===== config.mk =====
export PLATFORM = sky130hd
export DESIGN_NAME = harmonic_scheduler_flat
export DESIGN_NICKNAME = d
export VERILOG_FILES = /design/src/rtl/addatone_pkg.sv /design/src/rtl/harmonic_scheduler_if.sv /design/src/rtl/harmonic_scheduler_frame_watchdog.sv /design/src/rtl/harmonic_scheduler.sv /design/src/flat_wrapper.sv
export SDC_FILE = /design/constraint.sdc
export NUM_CORES = 1
export LEC_CHECK = 0
export CAP_MARGIN = 10
export CORE_ASPECT_RATIO = 0.7
export CORE_MARGIN = 3
export CORE_UTILIZATION = 47
export DETAILED_ROUTE_END_ITERATION = 16
export PLACE_DENSITY = 0.8
export SYNTH_ARGS = -nofsm -noshare
export SYNTH_HDL_FRONTEND = slang
export SYNTH_SLANG_ARGS = --single-unit

===== constraint.sdc =====
create_clock -name i_clock -period 2.15 [get_ports i_clock]
set_input_delay 0.43 -clock i_clock [delete_from_list [all_inputs] [get_ports i_clock]]
set_output_delay 0.43 -clock i_clock [all_outputs]
set_load 0.01 [all_outputs]

===== src/rtl/addatone_pkg.sv =====
// Shared types and constants for the additive-synthesis sequencing blocks.
package addatone_pkg;

  typedef enum logic [2:0] {
    StIdle,
    StIssue,
    StStep,
    StDrain,
    StFinish
  } state_e;

  localparam int unsigned NUM_ADDERS = 2;
  localparam int unsigned DEFAULT_SAMPLE_INTERVAL = 1500;

endpackage


===== src/rtl/harmonic_scheduler_if.sv =====
// Handshake bundle between harmonic_scheduler and its datapath neighbours.
// OVERRUN_STATS_EN adds the saturating overrun/timeout counter output.
interface harmonic_scheduler_if
  import addatone_pkg::*;
#(
  parameter int unsigned HARM_BITS = 8
);
  logic                  i_frame_start;
  logic [HARM_BITS-1:0]  i_num_harmonics;
  logic                  i_sample_ready;
  logic [NUM_ADDERS-1:0] i_adder_ready;
  logic [HARM_BITS-1:0]  o_harmonic;
  logic                  o_next_sample;
  logic [NUM_ADDERS-1:0] o_adder_start;
  logic                  o_adder_clear;
  logic                  o_scaler_start;
  logic                  o_scaler_restart;
  logic                  o_frame_done;
  logic                  o_busy;
  logic                  o_overrun;
  logic                  o_timeout;
`ifdef OVERRUN_STATS_EN
  logic [15:0]           o_overrun_count;

  modport master (
    output i_frame_start, i_num_harmonics, i_sample_ready, i_adder_ready,
    input  o_harmonic, o_next_sample, o_adder_start, o_adder_clear, o_scaler_start,
    input  o_scaler_restart, o_frame_done, o_busy, o_overrun, o_timeout, o_overrun_count
  );
  modport slave (
    input  i_frame_start, i_num_harmonics, i_sample_ready, i_adder_ready,
    output o_harmonic, o_next_sample, o_adder_start, o_adder_clear, o_scaler_start,
    output o_scaler_restart, o_frame_done, o_busy, o_overrun, o_timeout, o_overrun_count
  );
`else
  modport master (
    output i_frame_start, i_num_harmonics, i_sample_ready, i_adder_ready,
    input  o_harmonic, o_next_sample, o_adder_start, o_adder_clear, o_scaler_start,
    input  o_scaler_restart, o_frame_done, o_busy, o_overrun, o_timeout
  );
  modport slave (
    input  i_frame_start, i_num_harmonics, i_sample_ready, i_adder_ready,
    output o_harmonic, o_next_sample, o_adder_start, o_adder_clear, o_scaler_start,
    output o_scaler_restart, o_frame_done, o_busy, o_overrun, o_timeout
  );
`endif
endinterface


===== src/rtl/harmonic_scheduler_frame_watchdog.sv =====
// Loadable down-counter; o_expired flags the last permitted active cycle of a frame.
module frame_watchdog #(
  parameter int unsigned WATCHDOG_CYCLES = 1500
) (
  input  logic i_clock,
  input  logic i_reset,
  input  logic i_load,
  input  logic i_enable,
  output logic o_expired
);
  localparam int unsigned CW = $clog2(WATCHDOG_CYCLES);
  localparam logic [CW-1:0] LoadVal = CW'(WATCHDOG_CYCLES - 1);

  logic [CW-1:0] count_q;

  always_ff @(posedge i_clock) begin
    if (i_reset) begin
      count_q <= '0;
    end else if (i_load) begin
      count_q <= LoadVal;
    end else if (i_enable && (count_q != '0)) begin
      count_q <= count_q - CW'(1);
    end
  end

  assign o_expired = i_enable && (count_q == '0);

endmodule


===== src/rtl/harmonic_scheduler.sv =====
// Per-sample harmonic sequencer: ping-pongs issues across two adders, with watchdog abort.
// OVERRUN_STATS_EN adds a saturating count of overrun and timeout pulses.
module harmonic_scheduler
  import addatone_pkg::*;
#(
  parameter int unsigned HARM_BITS       = 8,
  parameter int unsigned MAX_HARMONICS   = 64,
  parameter int unsigned WATCHDOG_CYCLES = DEFAULT_SAMPLE_INTERVAL
) (
  input logic           i_clock,
  input logic           i_reset,
  harmonic_scheduler_if.slave bus
);
  localparam logic [HARM_BITS-1:0] MaxN = HARM_BITS'(MAX_HARMONICS);
  localparam logic [HARM_BITS-1:0] One  = HARM_BITS'(1);

  state_e                state_q, state_d;
  logic [HARM_BITS-1:0]  n_q, n_d, harm_q, harm_d, n_clamped;
  logic [NUM_ADDERS-1:0] adder_start_q, adder_start_d;
  logic next_sample_q, next_sample_d, clear_q, clear_d;
  logic sstart_q, sstart_d, srestart_q, srestart_d;
  logic done_q, done_d, busy_q, busy_d, overrun_q, overrun_d, timeout_q, timeout_d;
  logic sel, issue_ok, active, wd_load, wd_expired;

  assign sel      = harm_q[0];
  assign issue_ok = bus.i_sample_ready && bus.i_adder_ready[sel];
  assign active   = (state_q != StIdle);

  always_comb begin
    if (bus.i_num_harmonics == '0) begin
      n_clamped = One;
    end else if (bus.i_num_harmonics > MaxN) begin
      n_clamped = MaxN;
    end else begin
      n_clamped = bus.i_num_harmonics;
    end
  end

  frame_watchdog #(
    .WATCHDOG_CYCLES(WATCHDOG_CYCLES)
  ) u_watchdog (
    .i_clock  (i_clock),
    .i_reset  (i_reset),
    .i_load   (wd_load),
    .i_enable (active),
    .o_expired(wd_expired)
  );

  always_comb begin
    state_d       = state_q;
    n_d           = n_q;
    harm_d        = harm_q;
    adder_start_d = '0;
    next_sample_d = 1'b0;
    clear_d       = 1'b0;
    sstart_d      = 1'b0;
    srestart_d    = 1'b0;
    done_d        = 1'b0;
    overrun_d     = 1'b0;
    timeout_d     = 1'b0;
    wd_load       = 1'b0;
    unique case (state_q)
      StIdle: begin
        if (bus.i_frame_start) begin
          n_d           = n_clamped;
          harm_d        = '0;
          clear_d       = 1'b1;
          srestart_d    = 1'b1;
          next_sample_d = 1'b1;
          wd_load       = 1'b1;
          state_d       = StIssue;
        end
      end
      StIssue: begin
        if (issue_ok) begin
          adder_start_d[sel] = 1'b1;
          next_sample_d      = 1'b1;
          harm_d             = harm_q + One;
          state_d            = (harm_q == n_q - One) ? StDrain : StStep;
        end
      end
      StStep: begin
        sstart_d = 1'b1;
        state_d  = StIssue;
      end
      StDrain: state_d = StFinish;
      StFinish: begin
        if (bus.i_adder_ready == 2'b11) begin
          done_d  = 1'b1;
          state_d = StIdle;
        end
      end
      default: state_d = StIdle;
    endcase

    overrun_d = active && bus.i_frame_start;

    // Abort wins over any issue or completion decided above.
    if (wd_expired) begin
      adder_start_d = '0;
      next_sample_d = 1'b0;
      sstart_d      = 1'b0;
      done_d        = 1'b0;
      harm_d        = harm_q;
      timeout_d     = 1'b1;
      state_d       = StIdle;
    end
    busy_d = (state_d != StIdle);
  end

  always_ff @(posedge i_clock) begin
    if (i_reset) begin
      state_q       <= StIdle;
      n_q           <= '0;
      harm_q        <= '0;
      adder_start_q <= '0;
      next_sample_q <= 1'b0;
      clear_q       <= 1'b0;
      sstart_q      <= 1'b0;
      srestart_q    <= 1'b0;
      done_q        <= 1'b0;
      busy_q        <= 1'b0;
      overrun_q     <= 1'b0;
      timeout_q     <= 1'b0;
    end else begin
      state_q       <= state_d;
      n_q           <= n_d;
      harm_q        <= harm_d;
      adder_start_q <= adder_start_d;
      next_sample_q <= next_sample_d;
      clear_q       <= clear_d;
      sstart_q      <= sstart_d;
      srestart_q    <= srestart_d;
      done_q        <= done_d;
      busy_q        <= busy_d;
      overrun_q     <= overrun_d;
      timeout_q     <= timeout_d;
    end
  end

  assign bus.o_harmonic       = harm_q;
  assign bus.o_next_sample    = next_sample_q;
  assign bus.o_adder_start    = adder_start_q;
  assign bus.o_adder_clear    = clear_q;
  assign bus.o_scaler_start   = sstart_q;
  assign bus.o_scaler_restart = srestart_q;
  assign bus.o_frame_done     = done_q;
  assign bus.o_busy           = busy_q;
  assign bus.o_overrun        = overrun_q;
  assign bus.o_timeout        = timeout_q;

`ifdef OVERRUN_STATS_EN
  logic [15:0] ovr_count_q;
  logic [16:0] ovr_sum;

  // Counts alongside the pulses so the value is current when the pulse is seen.
  assign ovr_sum = {1'b0, ovr_count_q} + {16'd0, overrun_d} + {16'd0, timeout_d};

  always_ff @(posedge i_clock) begin
    if (i_reset) begin
      ovr_count_q <= '0;
    end else begin
      ovr_count_q <= ovr_sum[16] ? 16'hFFFF : ovr_sum[15:0];
    end
  end

  assign bus.o_overrun_count = ovr_count_q;
`endif

endmodule


===== src/flat_wrapper.sv =====
// flat-port wrapper written by rule: the top's interface ports become plain ports
module harmonic_scheduler_flat import addatone_pkg::*;
#(
  parameter int unsigned HARM_BITS       = 8,
  parameter int unsigned MAX_HARMONICS   = 64,
  parameter int unsigned WATCHDOG_CYCLES = DEFAULT_SAMPLE_INTERVAL
)
  (i_clock, i_reset, bus_i_frame_start, bus_i_num_harmonics, bus_i_sample_ready, bus_i_adder_ready, bus_o_harmonic, bus_o_next_sample, bus_o_adder_start, bus_o_adder_clear, bus_o_scaler_start, bus_o_scaler_restart, bus_o_frame_done, bus_o_busy, bus_o_overrun, bus_o_timeout);
  harmonic_scheduler_if #(.HARM_BITS(HARM_BITS)) bus_i ();
  input logic i_clock;
  input logic i_reset;
  input wire logic [$bits(bus_i.i_frame_start)-1:0] bus_i_frame_start;
  input wire logic [$bits(bus_i.i_num_harmonics)-1:0] bus_i_num_harmonics;
  input wire logic [$bits(bus_i.i_sample_ready)-1:0] bus_i_sample_ready;
  input wire logic [$bits(bus_i.i_adder_ready)-1:0] bus_i_adder_ready;
  output wire logic [$bits(bus_i.o_harmonic)-1:0] bus_o_harmonic;
  output wire logic [$bits(bus_i.o_next_sample)-1:0] bus_o_next_sample;
  output wire logic [$bits(bus_i.o_adder_start)-1:0] bus_o_adder_start;
  output wire logic [$bits(bus_i.o_adder_clear)-1:0] bus_o_adder_clear;
  output wire logic [$bits(bus_i.o_scaler_start)-1:0] bus_o_scaler_start;
  output wire logic [$bits(bus_i.o_scaler_restart)-1:0] bus_o_scaler_restart;
  output wire logic [$bits(bus_i.o_frame_done)-1:0] bus_o_frame_done;
  output wire logic [$bits(bus_i.o_busy)-1:0] bus_o_busy;
  output wire logic [$bits(bus_i.o_overrun)-1:0] bus_o_overrun;
  output wire logic [$bits(bus_i.o_timeout)-1:0] bus_o_timeout;
  assign bus_i.i_frame_start = bus_i_frame_start;
  assign bus_i.i_num_harmonics = bus_i_num_harmonics;
  assign bus_i.i_sample_ready = bus_i_sample_ready;
  assign bus_i.i_adder_ready = bus_i_adder_ready;
  assign bus_o_harmonic = bus_i.o_harmonic;
  assign bus_o_next_sample = bus_i.o_next_sample;
  assign bus_o_adder_start = bus_i.o_adder_start;
  assign bus_o_adder_clear = bus_i.o_adder_clear;
  assign bus_o_scaler_start = bus_i.o_scaler_start;
  assign bus_o_scaler_restart = bus_i.o_scaler_restart;
  assign bus_o_frame_done = bus_i.o_frame_done;
  assign bus_o_busy = bus_i.o_busy;
  assign bus_o_overrun = bus_i.o_overrun;
  assign bus_o_timeout = bus_i.o_timeout;
  harmonic_scheduler #(.HARM_BITS(HARM_BITS), .MAX_HARMONICS(MAX_HARMONICS), .WATCHDOG_CYCLES(WATCHDOG_CYCLES)) u_core (.i_clock(i_clock), .i_reset(i_reset), .bus(bus_i));
endmodule

# After elaboration in Yosys (flattened, before gate mapping)
# Index checks and enable logic that the tools add are counted.
dict set report op_classes {
  addsub 3
  n_eq_ne 8
  n_mux 24
  n_bitwise 4
  order_cmp 3
  reduce_logical 19
}
# operator n
set ops {}
lappend ops {{two-way mux 8 bit} 4}
lappend ops {{two-way mux 11 bit} 2}
lappend ops {{case mux 8 bit (2 select lines)} 1}
lappend ops {{case mux 3 bit (5 select lines)} 1}
lappend ops {{two-way mux 3 bit} 4}
lappend ops {{logical NOT 11 bit} 1}
lappend ops {{nonzero test 11 bit} 1}
lappend ops {{subtractor 11 x 1 -> 11 bit (second input constant)} 1}
lappend ops {{two-way mux 1 bit} 10}
lappend ops {{adder 8 x 1 -> 8 bit (second input constant)} 1}
lappend ops {{equality test 8 bit} 1}
lappend ops {{greater-than comparator 8 x 7 -> 1 bit (second input constant)} 1}
lappend ops {{logical NOT 8 bit} 1}
lappend ops {{subtractor 8 x 1 -> 8 bit (second input constant)} 1}
lappend ops {{equality test 3 x 2 -> 1 bit (second input constant)} 2}
lappend ops {{nonzero test 3 bit} 2}
lappend ops {{logical AND 1 bit} 5}
lappend ops {{inverter 1 bit} 4}
lappend ops {{AND reduction 4 bit} 1}
lappend ops {{nonzero test 2 bit} 2}
lappend ops {{OR reduction 2 bit} 2}
lappend ops {{OR reduction 4 bit} 1}
lappend ops {{equality test 3 x 1 -> 1 bit (second input constant)} 1}
lappend ops {{equality test 3 bit (second input constant)} 1}
lappend ops {{10 further kinds} 10}
dict set report word_totals {
  reg_bits 39
  inputBits 14
  output_inout_bits 18
  elab_cells 74
}

# Longest topological paths before layout
dict set report logic_depth {
  word_depth 7
  depth_mapped 10
  ltp_nobuf 9
}

# By module
# From an unflattened synthesis, not the netlist that was laid out.
dict set report hier_totals {
  hier_cells 235
  hier_area_um2 2011.9
}
# mod area_per_inst_um2 cells_each seq_area_each_um2 instances
set by_module_without_submodules {}
lappend by_module_without_submodules {harmonic_scheduler 1421.4 166 560.5 1}
lappend by_module_without_submodules {frame_watchdog 590.6 69 220.2 1}

# Worst setup path after synthesis
# No wires, ideal clock.
dict set report synth_path {
  path_kind {register to register}
  startpoint {register u_core.n_q[0]}
  endpoint {register u_core.state_q[0]}
  required_ns 2.028
  path_stages_with_launch 8
  setup_ns 0.122
  n_path_buf 0
  setup_slack_ns 0.120
  synth_period_minus_slack_ns 2.030
  arrival_time_ns 1.908
  path_cell_list {dfxtp_1 inv_1 ha_1 or3b_2 or4_1 and2_1 a211oi_1 o31ai_1}
}
dict set report synth_between {
  elab_chain_len 6
}
# element line
set synth_lines {}
lappend synth_lines {{from (decl)} harmonic_scheduler.sv:18} ;# logic [HARM_BITS-1:0] n_q, n_d, harm_q, harm_d, n_clamped;
lappend synth_lines {{from (signal assigned)} harmonic_scheduler.sv:127} ;# n_q <= n_d;
lappend synth_lines {{subtractor 8 x 1 -> 8 bit} harmonic_scheduler.sv:79} ;# state_d = (harm_q == n_q - One) ? StDrain : StStep;
lappend synth_lines {{equality test 8 bit} harmonic_scheduler.sv:79}
lappend synth_lines {{two-way mux 1 bit} harmonic_scheduler.sv:79}
lappend synth_lines {{two-way mux 3 bit} harmonic_scheduler.sv:75} ;# if (issue_ok) begin
lappend synth_lines {{case mux 3 bit (5 select lines)} harmonic_scheduler.sv:62} ;# unique case (state_q)
lappend synth_lines {{two-way mux 3 bit} harmonic_scheduler.sv:99} ;# if (wd_expired) begin
lappend synth_lines {{to (signal assigned)} harmonic_scheduler.sv:113} ;# state_q <= StIdle;
lappend synth_lines {{to (signal assigned)} harmonic_scheduler.sv:126} ;# state_q <= state_d;
lappend synth_lines {{to (decl)} harmonic_scheduler.sv:17} ;# state_e state_q, state_d;
# Every way passes these cells.
# A chain may end at the register's enable or synchronous reset.

# Final worst setup path
dict set report layout_path {
  startpoint {input bus_i_sample_ready}
  endpoint {register u_core.harm_q[7], in the netlist u_core.bus.o_harmonic[7]}
}
dict set report layout_between {
  elab_chain_len 3
}
# element line
set layout_lines {}
lappend layout_lines {{from (decl)} flat_wrapper.sv:14} ;# input wire logic [$bits(bus_i.i_sample_ready)-1:0] bus_i_sample_ready;
lappend layout_lines {{logical AND 1 bit} harmonic_scheduler.sv:26} ;# assign issue_ok = bus.i_sample_ready && bus.i_adder_ready[sel];
lappend layout_lines {{inequality test 2 x 1 -> 1 bit (no source line)} n/a}
lappend layout_lines {{AND reduction 4 bit (no source line)} n/a}
lappend layout_lines {{to (signal assigned)} harmonic_scheduler.sv:128} ;# harm_q <= harm_d;
lappend layout_lines {{to (decl)} harmonic_scheduler.sv:18}
# Every way passes these cells.

==> parameters.txt <==
Parameter                              Value

Run status
  Outcome ... completed

Detailed routing
  Violation count after the first detailed-routing iteration ... 118
  1st-pass router iterations ... 6
  Total Routed Length ... 4800 um
  DR DRC count ... 0
  Avg Vias per Cell ... 5.63
  Post-route ant nets ... 0
  DR vias ... 1796
  Avg WL per Cell ... 15.1 um

Pwr
  Internal power contribution ... 1.23 mW
  Switching part of the total power ... 28.1%
  Switching Power ... 481 uW
  Power per cell area ... 683 nW/um2
  Sequential cell fraction of total power ... 47.0%
  Total power of the final layout ... 1.71 mW
  Combinational share of power ... 21.0%
  Clock network fraction of total power ... 32.1%
  Leakage ... 0.950 nW
  Peak VDD IR ... 0.451 mV

Logic synthesis
  XOR/XNOR Fraction of Synth Area ... 7.82%
  Synth Area in Adders ... 1.97%
  Largest cells by area after synthesis ... sky130_fd_sc_hd__dfxtp_1 41%, sky130_fd_sc_hd__a21oi_1 5.3%, sky130_fd_sc_hd__xor2_1 5.1%
  Post-synth EDFFs ... 0
  Yosys cell types ... 43
  Ys async rst share ... 0%
  Number of storage elements in the synthesis netlist ... 39
  Synth Net Count ... 238
  Sequential cell area fraction in the yosys report ... 41.0%
  Commonest register cell after synthesis ... sky130_fd_sc_hd__dfxtp_1
  Mux share of post-synthesis cell area ... 1.05%
  Total standard cell area after synthesis ... 1900 um2
  Share of the synthesized area in compound gates (AO/OA/AOI/OAI) ... 15.2%
  Synthesized instance count ... 221
  Dominant combinational cell family by area after synthesis ... simple AND/OR/NAND/NOR gates
  Cell taking the most area after synthesis ... sky130_fd_sc_hd__dfxtp_1
  Mean instance size in the synthesized netlist ... 8.61 um2
  Syn. warnings ... 0
  Portion of synthesized cell area occupied by the leading cell type ... 41.0%
  Post-synthesis simple-gate area fraction ... 28.3%

Worst setup path
  Cell family contributing the most delay on the critical path ... simple AND/OR/NAND/NOR gates
  Highest fanout seen on the critical path ... 5
  CP Launch Type ... primary input
  Series of cell instances along the critical path ... clkdlybuf4s50_1, nand2_1, or4_4, o21a_4, or4_1, a21oi_2
  Critical path buffer and inverter count ... 1
  Endpoint arrival time on the critical path ... 2.33 ns
  Standard cell with the maximum stage delay on the critical path ... sky130_fd_sc_hd__or4_1
  Crit path capture type ... flip-flop
  Largest incremental delay on the critical path ... 0.52 ns
  Required time at the worst-slack endpoint ... 2.38 ns
  Worst setup path category ... in2reg

Clock tree
  Clock-pin slew on the worst setup and hold paths ... 0.07 ns
  Count of hold buffers inserted by post-cts repair ... 0
  Setup Buffers After CTS ... 0
  Clock latency reported for the late side of the worst-skew pair ... 0.30 ns
  CTS buffer count ... 5
  H-tree levels ... 2
  Clock tree from TritonCTS ... built
  Maximum buffer depth of the clock tree ... 2
  Number of sinks on the clock net ... 39
  Clock Tree Root ... sky130_fd_sc_hd__clkbuf_8

Finish
  Final-stage net count ... 285
  Diode count ... 0
  Synthesis-to-layout area growth ... 31.5%
  Final non-filler cell total ... 319
  Fraction of layout instances using a drive strength above 1 ... 15.2%
  Number of filler instances in the final layout ... 320
  Non-Filler Cell Area, Final ... 2500 um2

GRT
  Antenna violations before repair ... 0
  Vias in the first global route ... 1717
  Global-route congestion overflow total ... 0
  Overall global routing resource usage ... 21.4%
  Maximum number of pins on one net before global-route repair ... 17
  Wire length of the first global-routing pass ... 7890 um

Placement
  Routability cong. ... 0.845
  Worst setup timing slack at the placement stage ... -0.332 ns
  Total cell area at the placement stage ... 2360 um2
  Number of cells after detailed placement ... 310
  Count of input and output buffers ... 31
  Post-DP HPWL ... 3430 um

Timing
  Final worst path period share ... 98.0%
  Pin slew with the least headroom to its limit ... 0.453 ns
  Shortest clock period the worst path allows after layout ... 2.11 ns
  Crit path setup slack, layout ... 0.0425 ns
  Worst max-slew margin expressed relative to the limit ... 69.8%
  Worst setup skew after layout ... 0.0131 ns
  RSZ-0062 raised after global routing ... no
  Number of pins with negative max-slew slack in the final report ... 0
  Total negative slack ... 0 ns
  Final number of setup-violating endpoints ... 0
  Fmax ... 475 MHz
  Count of final hold-check violations ... 0

Run
  Number of max-capacitance violations reported ... 0

Floorplan
  Area of the placeable core ... 3690 um2
  Die Ht ... 59.2 um
  Initial core utilization ... 51.5%
  Total number of placement rows ... 18
  Num ports ... 32
  Die Area ... 4860 um2
  Die boundary width ... 82.1 um

Hold path
  Hold Crit Class ... in2reg
-- worst min-delay path: cells and delay by family --
kind,cells,cell delay [ns]
buffers and inverters,1,0.14
and+or+nand+nor,2,0.13
-- worst paths after layout --
path / start / end / slack (ns) / cells after the start
setup / recovery: bus_i_sample_ready / u_core.bus.o_harmonic[7]$_SDFFE_PP0P_ / 0.04 / 6
hold / removal: bus_i_adder_ready[1] / u_core.bus.o_frame_done$_SDFF_PP0_ / 0.45 / 3
setup reg to reg: u_core.n_q[1]$_SDFFE_PP0P_ / u_core.state_q[0]$_SDFF_PP0_ / 0.09 / 7
hold reg to reg: u_core.n_q[7]$_SDFFE_PP0P_ / u_core.n_q[7]$_SDFFE_PP0P_ / 0.50 / 1
-- state kept, by name (all words and copies together), names as in the netlist --
name                       cells
u_core.bus.o_adder_start       2
u_core.bus.o_frame_done        1
u_core.bus.o_scaler_start      1
u_core.bus.o_next_sample       1
u_core.u_watchdog.count_q     11
u_core.bus.o_overrun           1
u_core.bus.o_adder_clear       1
u_core.bus.o_timeout           1
u_core.state_q                 3
u_core.bus.o_harmonic          8
u_core.n_q                     8
u_core.bus.o_busy              1
-- layer usage --
metal | global-route usage, % | vias to the layer above | wire, um
met5 | 0 | - | 0
met4 | 6.87 | 0 | 69
met3 | 5.47 | 9 | 295
met2 | 30.5 | 55 | 2020
met1 | 31.5 | 835 | 2420
li1 | - | 897 | -
-- timing repair --
action | in CTS | in global routing
endpoints found under the hold margin | 0 | 0
pin swaps | 4 | 3
resized for setup | 2 | 7
endpoints found under the setup margin | 2 | 15
gates cloned | 1 | 0
-- logic make-up (layout without fill, tap and decap cells) --
logic type,Yosys count,in the layout
and+or+nand+nor,95,95
AOI/OAI and AO/OA,47,48
DFF,39,39
buffers and inverters,18,65
xor gates and xnor gates,17,17
adders and majority gates,3,3
muxes,2,2
-- Yosys cell counts, types with 2 or more instances --
master and instances:
sky130_fd_sc_hd__inv_1 7, sky130_fd_sc_hd__a21oi_1 20, sky130_fd_sc_hd__nor4_1 5, sky130_fd_sc_hd__a22o_1 4, sky130_fd_sc_hd__xor2_1 11, sky130_fd_sc_hd__nand3_1 3
sky130_fd_sc_hd__nand4_1 8, sky130_fd_sc_hd__clkbuf_1 6, sky130_fd_sc_hd__dfxtp_1 39, sky130_fd_sc_hd__ha_1 3, sky130_fd_sc_hd__buf_6 2, sky130_fd_sc_hd__nor3_1 8
sky130_fd_sc_hd__a211oi_1 2, sky130_fd_sc_hd__nand2_1 14, sky130_fd_sc_hd__or4_1 6, sky130_fd_sc_hd__or3_1 6, sky130_fd_sc_hd__xnor2_1 6, sky130_fd_sc_hd__nor2b_1 2
sky130_fd_sc_hd__and2_1 3, sky130_fd_sc_hd__nor3b_1 3, sky130_fd_sc_hd__o31ai_1 4, sky130_fd_sc_hd__mux2i_1 2, sky130_fd_sc_hd__o21ai_0 12, sky130_fd_sc_hd__nand4b_1 4
sky130_fd_sc_hd__a311oi_1 2, sky130_fd_sc_hd__nor2_1 22
-- power groups by stage --
stage               Combinational, mW  Sequential, mW  Clock [mW]
detailed placement              0.343           0.815           0
global route                    0.397           0.808       0.583
global placement                0.333           0.815           0
finish                          0.358           0.802       0.548
CTS                             0.350           0.799       0.550
floorplan                       0.216           0.813           0
-- layout make-up --
cell class	instances	area (um2)	area share [%]
Clock buffer	8	100	4.00
Inverter	7	26.3	1.05
Multi-Input combinational cell	165	1070	42.9
Sequential cell	39	781	31.2
Tap cell	50	62.6	2.50
Timing Repair Buffer	50	458	18.3
-- through the flow --
step	hold WS, ns	utilization [%]
after floorplan	0.452	-
after CTS	0.492	67.0
after global placement	0.470	63.8
final	0.450	67.8
after global routing	0.464	67.8
after detailed placement	0.475	63.8
-- cell usage in the layout, fill, tap and decap left out, types with 3 or more instances in the layout --
cell type and n:
sky130_fd_sc_hd__nor2_1 22, sky130_fd_sc_hd__nor3_1 8, sky130_fd_sc_hd__and2_1 3, sky130_fd_sc_hd__xnor2_1 6
sky130_fd_sc_hd__nor4_1 4, sky130_fd_sc_hd__nand2_1 14, sky130_fd_sc_hd__clkbuf_8 7, sky130_fd_sc_hd__xor2_1 11
sky130_fd_sc_hd__a22o_1 4, sky130_fd_sc_hd__nand4_1 8, sky130_fd_sc_hd__nor3b_1 3, sky130_fd_sc_hd__a21oi_1 18
sky130_fd_sc_hd__clkdlybuf4s50_1 29, sky130_fd_sc_hd__nand3_1 3, sky130_fd_sc_hd__inv_1 7, sky130_fd_sc_hd__o21ai_0 12
sky130_fd_sc_hd__o31ai_1 3, sky130_fd_sc_hd__buf_4 19, sky130_fd_sc_hd__dfxtp_1 39, sky130_fd_sc_hd__or3_1 6
sky130_fd_sc_hd__ha_1 3, sky130_fd_sc_hd__nand4b_1 4, sky130_fd_sc_hd__or4_1 5
No activity file was read; power rests on OpenSTA's default activity.
